[src/rtl/tnn_pkg.sv]
// Shared types and width/index helpers for the time-multiplexed ternary classifier.
package tnn_pkg;

  typedef enum logic [2:0] {StIdle, StL1, StL2, StArgmax, StOut} state_e;

  function automatic int unsigned acc1_bits(input int unsigned feat_bits,
                                            input int unsigned feat_cnt);
    return feat_bits + $clog2(feat_cnt + 1) + 1;
  endfunction

  function automatic int unsigned acc2_bits(input int unsigned hidden_cnt);
    return $clog2(hidden_cnt + 1) + 1;
  endfunction

  function automatic int unsigned idx_bits(input int unsigned n);
    return (n > 1) ? $clog2(n) : 1;
  endfunction

  function automatic int unsigned w1_idx(input int unsigned f, input int unsigned h,
                                         input int unsigned feat_cnt);
    return h * feat_cnt + f;
  endfunction

  function automatic int unsigned w2_idx(input int unsigned h, input int unsigned c,
                                         input int unsigned hidden_cnt);
    return c * hidden_cnt + h;
  endfunction

endpackage

[src/rtl/tnn_argmax.sv]
// Combinational argmax over packed signed scores; ties resolve to the lowest index.
module tnn_argmax
  import tnn_pkg::*;
#(
  parameter int unsigned CLASS_CNT  = 3,
  parameter int unsigned SCORE_BITS = 7
) (
  input  logic [CLASS_CNT*SCORE_BITS-1:0]  scores,
  output logic [idx_bits(CLASS_CNT)-1:0]   index
);

  localparam int unsigned IW = idx_bits(CLASS_CNT);

  logic signed [SCORE_BITS-1:0] best;
  logic signed [SCORE_BITS-1:0] cur;

  always_comb begin
    best  = signed'(scores[SCORE_BITS-1:0]);
    cur   = best;
    index = '0;
    // Strict compare keeps the earlier index on a tie.
    for (int unsigned c = 1; c < CLASS_CNT; c++) begin
      cur = signed'(scores[c*SCORE_BITS +: SCORE_BITS]);
      if (cur > best) begin
        best  = cur;
        index = IW'(c);
      end
    end
  end

endmodule

[src/rtl/tnn_seq_classifier.sv]
// Sequential ternary NN classifier: one feature per cycle into all hidden neurons,
// then one hidden bit per cycle into all class scores, then a registered argmax.
module tnn_seq_classifier
  import tnn_pkg::*;
#(
  parameter int unsigned FEAT_CNT   = 19,
  parameter int unsigned FEAT_BITS  = 4,
  parameter int unsigned HIDDEN_CNT = 40,
  parameter int unsigned CLASS_CNT  = 3,
  parameter logic [FEAT_CNT*HIDDEN_CNT-1:0]  W1_POS = '0,
  parameter logic [FEAT_CNT*HIDDEN_CNT-1:0]  W1_NEG = '0,
  parameter logic [HIDDEN_CNT*CLASS_CNT-1:0] W2_POS = '0,
  parameter logic [HIDDEN_CNT*CLASS_CNT-1:0] W2_NEG = '0
) (
  input  logic                              clk,
  input  logic                              rst,
  input  logic                              in_valid,
  output logic                              in_ready,
  input  logic [FEAT_BITS*FEAT_CNT-1:0]     data,
  output logic                              out_valid,
  input  logic                              out_ready,
  output logic [idx_bits(CLASS_CNT)-1:0]    prediction
);

  localparam int unsigned A1W = acc1_bits(FEAT_BITS, FEAT_CNT);
  localparam int unsigned A2W = acc2_bits(HIDDEN_CNT);
  localparam int unsigned FW  = idx_bits(FEAT_CNT);
  localparam int unsigned HW  = idx_bits(HIDDEN_CNT);
  localparam int unsigned PW  = idx_bits(CLASS_CNT);
  localparam logic signed [A2W-1:0] Unit = 1;

  state_e state_q, state_d;

  logic [FEAT_BITS*FEAT_CNT-1:0] data_q;
  logic [FW-1:0]                 f_q;
  logic [HW-1:0]                 h_q;
  logic [PW-1:0]                 pred_q;
  logic signed [A1W-1:0]         acc1_q [HIDDEN_CNT];
  logic signed [A2W-1:0]         acc2_q [CLASS_CNT];

  logic [FEAT_BITS-1:0]          feat_cur;
  logic signed [A1W-1:0]         feat_ext;
  logic                          hid_bit;
  logic [CLASS_CNT*A2W-1:0]      scores;
  logic [PW-1:0]                 best_idx;

  assign feat_cur = data_q[32'(f_q)*FEAT_BITS +: FEAT_BITS];
  assign feat_ext = signed'(A1W'(feat_cur));
  assign hid_bit  = ~acc1_q[h_q][A1W-1];

  always_comb begin
    scores = '0;
    for (int unsigned c = 0; c < CLASS_CNT; c++) begin
      scores[c*A2W +: A2W] = acc2_q[c];
    end
  end

  tnn_argmax #(
    .CLASS_CNT  (CLASS_CNT),
    .SCORE_BITS (A2W)
  ) u_argmax (
    .scores (scores),
    .index  (best_idx)
  );

  always_ff @(posedge clk) begin
    if (rst) state_q <= StIdle;
    else     state_q <= state_d;
  end

  always_comb begin
    state_d   = state_q;
    in_ready  = 1'b0;
    out_valid = 1'b0;
    unique case (state_q)
      StIdle: begin
        in_ready = 1'b1;
        if (in_valid) state_d = StL1;
      end
      StL1:     if (f_q == FW'(FEAT_CNT - 1)) state_d = StL2;
      StL2:     if (h_q == HW'(HIDDEN_CNT - 1)) state_d = StArgmax;
      StArgmax: state_d = StOut;
      StOut: begin
        out_valid = 1'b1;
        if (out_ready) state_d = StIdle;
      end
      default:  state_d = StIdle;
    endcase
  end

  assign prediction = pred_q;

  always_ff @(posedge clk) begin
    if (rst) begin
      data_q <= '0;
      f_q    <= '0;
      h_q    <= '0;
      pred_q <= '0;
      for (int unsigned h = 0; h < HIDDEN_CNT; h++) acc1_q[h] <= '0;
      for (int unsigned c = 0; c < CLASS_CNT; c++) acc2_q[c] <= '0;
    end else begin
      unique case (state_q)
        StIdle: begin
          if (in_valid) begin
            data_q <= data;
            f_q    <= '0;
            for (int unsigned h = 0; h < HIDDEN_CNT; h++) acc1_q[h] <= '0;
            for (int unsigned c = 0; c < CLASS_CNT; c++) acc2_q[c] <= '0;
          end
        end
        StL1: begin
          // A weight with both polarity bits set is zero and leaves the sum alone.
          for (int unsigned h = 0; h < HIDDEN_CNT; h++) begin
            if (W1_POS[w1_idx(32'(f_q), h, FEAT_CNT)] && !W1_NEG[w1_idx(32'(f_q), h, FEAT_CNT)])
              acc1_q[h] <= acc1_q[h] + feat_ext;
            else if (W1_NEG[w1_idx(32'(f_q), h, FEAT_CNT)] &&
                     !W1_POS[w1_idx(32'(f_q), h, FEAT_CNT)])
              acc1_q[h] <= acc1_q[h] - feat_ext;
          end
          f_q <= f_q + FW'(1);
          if (f_q == FW'(FEAT_CNT - 1)) h_q <= '0;
        end
        StL2: begin
          for (int unsigned c = 0; c < CLASS_CNT; c++) begin
            if (W2_POS[w2_idx(32'(h_q), c, HIDDEN_CNT)] && !W2_NEG[w2_idx(32'(h_q), c, HIDDEN_CNT)])
              acc2_q[c] <= hid_bit ? acc2_q[c] + Unit : acc2_q[c] - Unit;
            else if (W2_NEG[w2_idx(32'(h_q), c, HIDDEN_CNT)] &&
                     !W2_POS[w2_idx(32'(h_q), c, HIDDEN_CNT)])
              acc2_q[c] <= hid_bit ? acc2_q[c] - Unit : acc2_q[c] + Unit;
          end
          h_q <= h_q + HW'(1);
        end
        StArgmax: pred_q <= best_idx;
        default: ;
      endcase
    end
  end

endmodule

[config.mk]
export PLATFORM = sky130hd
export DESIGN_NAME = tnn_seq_classifier
export DESIGN_NICKNAME = d
export VERILOG_FILES = /design/src/rtl/tnn_pkg.sv /design/src/rtl/tnn_argmax.sv /design/src/rtl/tnn_seq_classifier.sv
export SDC_FILE = /design/constraint.sdc
export NUM_CORES = 1
export LEC_CHECK = 0
export CAP_MARGIN = 40
export CORE_ASPECT_RATIO = 1.25
export CORE_MARGIN = 1
export CORE_UTILIZATION = 28
export CTS_CLUSTER_SIZE = 12
export DETAILED_ROUTE_END_ITERATION = 16
export PLACE_DENSITY = 0.81
export SLEW_MARGIN = 25
export SYNTH_ARGS = -nofsm -noshare
export SYNTH_HDL_FRONTEND = slang
export SYNTH_SLANG_ARGS = --single-unit
export TNS_END_PERCENT = 20
[constraint.sdc]
create_clock -name clk -period 2 [get_ports clk]
set_input_delay 0.4 -clock clk [delete_from_list [all_inputs] [get_ports clk]]
set_output_delay 0.4 -clock clk [all_outputs]
set_load 0.01 [all_outputs]
After elaboration in Yosys (flattened, before gate mapping)
Cells that the tools add are included.
{"block": "classes", "n_addsub": 2, "magnitude_cmp": 2, "n_eq_ne": 10, "n_mux": 14, "n_reduce_logical": 6}
{"op": "$pmux 3 s5", "n": 1}
{"op": "$mux 3", "n": 4}
{"op": "$pmux 6 s2", "n": 1}
{"op": "$pmux 5 s2", "n": 1}
{"op": "$ne 2x2->1 const B", "n": 4}
{"op": "$gt 7x7->1 const A", "n": 1}
{"op": "$gt 7x7->1 const AB", "n": 1}
{"op": "$mux 7", "n": 1}
{"op": "$add 6x1->6 const B", "n": 1}
{"op": "$eq 3x2->1 const B", "n": 2}
{"op": "$eq 6x6->1 const B", "n": 1}
{"op": "$mux 6", "n": 1}
{"op": "$add 5x1->5 const B", "n": 1}
{"op": "$eq 5x5->1 const B", "n": 1}
{"op": "$mux 5", "n": 1}
{"op": "$reduce_and 2->1", "n": 2}
{"op": "$reduce_and 4->1", "n": 1}
{"op": "$reduce_bool 2->1", "n": 2}
{"op": "$eq 3x1->1 const B", "n": 1}
{"op": "$eq 3x3->1 const B", "n": 1}
{"op": "$logic_not 3->1", "n": 1}
{"op": "$mux 1", "n": 3}
{"op": "$mux 2", "n": 1}
{"block": "totals", "reg_bits": 16, "inputBits": 80, "out_inout_bits": 4, "wordCells": 38}

Logic depth before layout (Yosys ltp)
{"block": "logic_depth", "word_depth": 4, "ltp_mapped": 5, "mapped_depth_nobuf": 5}

By module
Synthesis repeated with hierarchy kept, for this count alone.
{"block": "hier_totals", "hier_cells": 148, "area_unflattened_um2": 1307.5}
{"module": "tnn_seq_classifier", "n_inst": 1, "cells_per_inst": 97, "area_per_inst_um2": 849.6, "seq_area_each_um2": 320.3}
{"module": "tnn_argmax", "n_inst": 1, "cells_per_inst": 51, "area_per_inst_um2": 457.9, "seq_area_each_um2": 0.0}

Least setup slack after synthesis
No wires, ideal clock.
{"block": "synth_path", "kind": "register -> register", "startpoint": "register state_q[0]", "endpoint": "register h_q[5]", "setup_ns": 0.087, "t_arrival_ns": 1.453, "required_time_ns": 1.913, "slack_ns": 0.460, "path_stages_with_launch": 6, "n_path_buf": 2, "period_less_slack_ns": 1.540, "cell_sequence": "dfxtp_1 -> buf_6 -> or3b_1 -> buf_2 -> or4b_1 -> o31ai_1"}
{"block": "synth_between", "elab_chain_len": 3, "word_cells_on_any_way": 6, "classes_between": "3 x eq/ne; 1 x mux; 2 x reduce/logical"}
{"element": "start, declared", "line_no": "tnn_seq_classifier.sv:32", "source": "state_e state_q, state_d;"}
{"element": "start signal, assigned", "line_no": "tnn_seq_classifier.sv:67", "source": "if (rst) state_q <= StIdle;"}
{"element": "start signal, assigned", "line_no": "tnn_seq_classifier.sv:68", "source": "else state_q <= state_d;"}
{"element": "$eq 3x1->1 or $eq 3x2->1 (tied branches)", "line_no": "tnn_seq_classifier.sv:102", "source": "unique case (state_q)"}
{"element": "$ne 2x2->1 (no line) or $reduce_bool 2->1 (tied branches)"}
{"element": "$reduce_and 2->1 (no line)"}
{"element": "end signal, assigned", "line_no": "tnn_seq_classifier.sv:131", "source": "h_q <= h_q + HW'(1);"}
{"element": "end, declared", "line_no": "tnn_seq_classifier.sv:36", "source": "logic [HW-1:0] h_q;"}
Parallel ways exist; a longest one is shown, timed or not.
A chain may end at the register's enable or synchronous reset.

Worst setup path in the final report
{"block": "layout_path", "startpoint": "register state_q[0]", "endpoint": "output port out_valid"}
{"block": "layout_between", "elab_chain_len": 2}
{"element": "$eq 3x3->1", "line_no": "tnn_seq_classifier.sv:75", "source": "unique case (state_q)"}
{"element": "$mux 1", "line_no": "tnn_seq_classifier.sv:75"}
{"element": "end, declared", "line_no": "tnn_seq_classifier.sv:20", "source": "output logic out_valid,"}
No other way between the ends.

==> qor.log <==
[status] result of the run finished, final reports clean
[power_and_ir_drop] switching part of the total power 23.3%
[yosys] total standard cell area after synthesis 776 um2
[yosys] Yosys warnings 0
[critical_path] CP Max Fanout 10
[power_and_ir_drop] fraction of power consumed by sequential logic 53.8%
[detailed_routing] routed wire length 1540 um
[timing] setup repair after global routing missed its margin false
[timing] relative slew slack 62.2%
[timing] post-route clock period utilization 95.2%
[finish] Cell Count, Final, Fillers Out 129
[timing] sum of negative setup slack 0 ps
[timing] Least-Margin Pin Slew 566 ps
[yosys] area fraction of the dominant cell type after synthesis 36.1%
[yosys] mean post-synth cell area 8.62 um2
[die] IO Pins 84
[finish] sequential standard cell area 283 um2
[die] DIE HEIGHT 60.9 um
[yosys] part of the Yosys area used for sequential elements 36.1%
[grt] largest net degree at the start of global routing 13
[detailed_routing] via count 685
[yosys] leading cell types by total area after synthesis sky130_fd_sc_hd__dfxtp_1, sky130_fd_sc_hd__ha_1, sky130_fd_sc_hd__a311oi_1
[clocking] number of buffers inserted during clock tree synthesis 3
[timing] Final Hold Violating Endpoints 0
[grt] vias in the first global route 621
[yosys] number of enable flip-flop cells after synthesis 0
[timing] clk_skew 2.18 ps
[timing] max-slew violation total from the final report 0
[critical_path] data arrival time at the worst-slack endpoint 1500 ps
[clocking] total number of H-tree levels 1
[clocking] Max clock buf depth 2
[power_and_ir_drop] fraction of power consumed by the clock network 38.3%
[die] initial cell density of the core 29.2%
[place] DP Area 843 um2
[worst_hold_path] type of the tightest min-delay check reg -> reg
[place] DP Worst Slack 210 ps
[power_and_ir_drop] switching component of the power 0.126 mW
[yosys] Main synth FF type sky130_fd_sc_hd__dfxtp_1
[yosys] number of cells produced by synthesis 90
[die] die width 49.1 um
[yosys] share of async-settable or async-resettable flops after synthesis 0%
[critical_path] Critical Path Start Type flip-flop
[detailed_routing] number of optimization iterations in the first detailed-route pass 4
[critical_path] Crit path required time 1600 ps
[place] Placed Cells incl. Taps 125
[finish] number of fillers in the final layout 265
[clocking] root buffer cell sky130_fd_sc_hd__clkbuf_4
[grt] Remaining Overflow, GRT 0
[clocking] clock transition at the registers of the reported paths 90 ps
[power_and_ir_drop] standby leakage power 0.292 nW
[timing] highest attainable clock frequency 525 MHz
[critical_path] critical path type reg -> out
[run] max-cap violation count 0
[finish] footprint of the multi-input gates 453 um2
[place] weighted congestion reported at the end of routability-driven placement 0.764
[yosys] post-synthesis register bit count 14
[clocking] number of setup buffers added after CTS 0
[detailed_routing] routed len/inst 11.9 um
[critical_path] Critical Path Sink Type primary output
[detailed_routing] post-detailed-route count of antenna-violating nets 0
[timing] worst hold slack across all endpoints 494 ps
[power_and_ir_drop] combinational share of power 7.9%
[finish] layout cell share with drive strength beyond 1 10.5%
[die] full die area 0.00299 mm2
[grt] initial antenna violation count 0
[clocking] count of hold-fix buffers inserted at cts 0
[die] core area 0.00265 mm2
[power_and_ir_drop] Total Power 0.540 mW
[timing] min cycle time layout 1900 ps
[yosys] number of distinct library cell variants in the gate-level netlist after synthesis 35
[detailed_routing] mean number of vias per cell 5.31
[clocking] clock latency at the later pin of the worst-skew pair 280 ps
[finish] post-route core utilization 33.4%
[place] DPL Wire Length 1140 um
[finish] Inserted Diodes 0
[detailed_routing] DRT iter0 DRCs 5
[power_and_ir_drop] worst-case vdd ir drop 0.267 mV
[detailed_routing] DRC errors left 0
[clocking] clock net sink count 14
[timing] final setup slack of the worst path 96.4 ps
[yosys] top cell type by total area after synthesis sky130_fd_sc_hd__dfxtp_1
[grt] GRT Overall Usage 11.1%
[finish] Area growth, synth to finish 14.4%
[grt] first-pass GRT wire length 2630 um
[clocking] CTS tree built
[die] placement row count 21
[power_and_ir_drop] power per cell area 608 mW/mm2
[timing] setup violators final 0
[place] buffers added on ports 5
[finish] Layout Nets 179
[power_and_ir_drop] Power Internal 0.414 mW
[finish] total non-filler cell area in the finished layout 887 um2
placed cells by master, fill, tap and decap left out, types with 4 or more instances in the layout:
cell,count
sky130_fd_sc_hd__a311oi_1,4
sky130_fd_sc_hd__dfxtp_1,12
sky130_fd_sc_hd__nand3_1,4
sky130_fd_sc_hd__nor2_1,7
sky130_fd_sc_hd__nand2_1,5
sky130_fd_sc_hd__nand2b_1,5
sky130_fd_sc_hd__clkdlybuf4s50_1,5
sky130_fd_sc_hd__a21oi_1,6
flip-flops by register name, summed over array words and instances (netlist names):
name / count
f_q: 5
h_q: 6
state_q: 3
worst max-delay path: stages, from the launching register on:
cell and delay (ps):
sky130_fd_sc_hd__dfxtp_1 400, sky130_fd_sc_hd__nor3b_2 250, sky130_fd_sc_hd__clkdlybuf4s50_1 570
Yosys cell counts, types with 3 or more instances:
library cell               count
sky130_fd_sc_hd__a41oi_1       3
sky130_fd_sc_hd__nand3_1       4
sky130_fd_sc_hd__dfxtp_1      14
sky130_fd_sc_hd__ha_1          3
sky130_fd_sc_hd__a211oi_1      3
sky130_fd_sc_hd__a21oi_1       6
sky130_fd_sc_hd__nor3_1        3
sky130_fd_sc_hd__a311oi_1      4
sky130_fd_sc_hd__nand2_1       5
sky130_fd_sc_hd__nand2b_1      5
sky130_fd_sc_hd__nor2_1        7
cells by family after synthesis:
kind of cell / share of synthesized area, %
other: 0.483
and+or+nand+nor: 27.1
AOI/OAI and AO/OA: 23.5
muxes: 1.29
adders and majority gates: 4.84
buffers and inverters: 6.61
DFF: 36.1
routing by layer:
metal / global-route usage, % / share of wire, % / wire length (um)
met5: 0 / 0 / 0
met4: 2.94 / 0.91 / 14
met3: 1.50 / 1.5 / 23
met2: 21.5 / 50 / 764
met1: 12.8 / 48 / 738
power groups by stage:
stage / clock network (mW) / registers, mW / logic (mW)
6_report: 0.207 / 0.290 / 0.0425
5_1_grt: 0.216 / 0.292 / 0.0478
4_1_cts: 0.208 / 0.290 / 0.0428
3_5_place_dp: 0 / 0.297 / 0.0423
3_3_place_gp: 0 / 0.296 / 0.0405
2_1_floorplan: 0 / 0.293 / 0.0340
cell type report:
type / instances / area share [%]
multi-input combinational: 68 / 51.1
sequential: 14 / 31.9
timing repair buffer: 7 / 7.33
tap: 34 / 4.80
clock buffer: 4 / 4.09
inverter: 2 / 0.846
worst paths after layout:
path | slack (ps) | endpoint | from | depth (start not counted)
setup / recovery | 100 | out_valid | state_q[0] | 2
hold / removal | 490 | f_q[4] | f_q[4] | 1
setup reg to reg | 350 | h_q[5] | state_q[1] | 3
hold reg to reg | 490 | f_q[4] | f_q[4] | 1
repair_timing:
action,4_1_cts,5_1_grt
pin swaps,0,0
setup endpoints to repair,1,1
gates resized for setup,2,1
No activity file was read; power rests on OpenSTA's default activity.
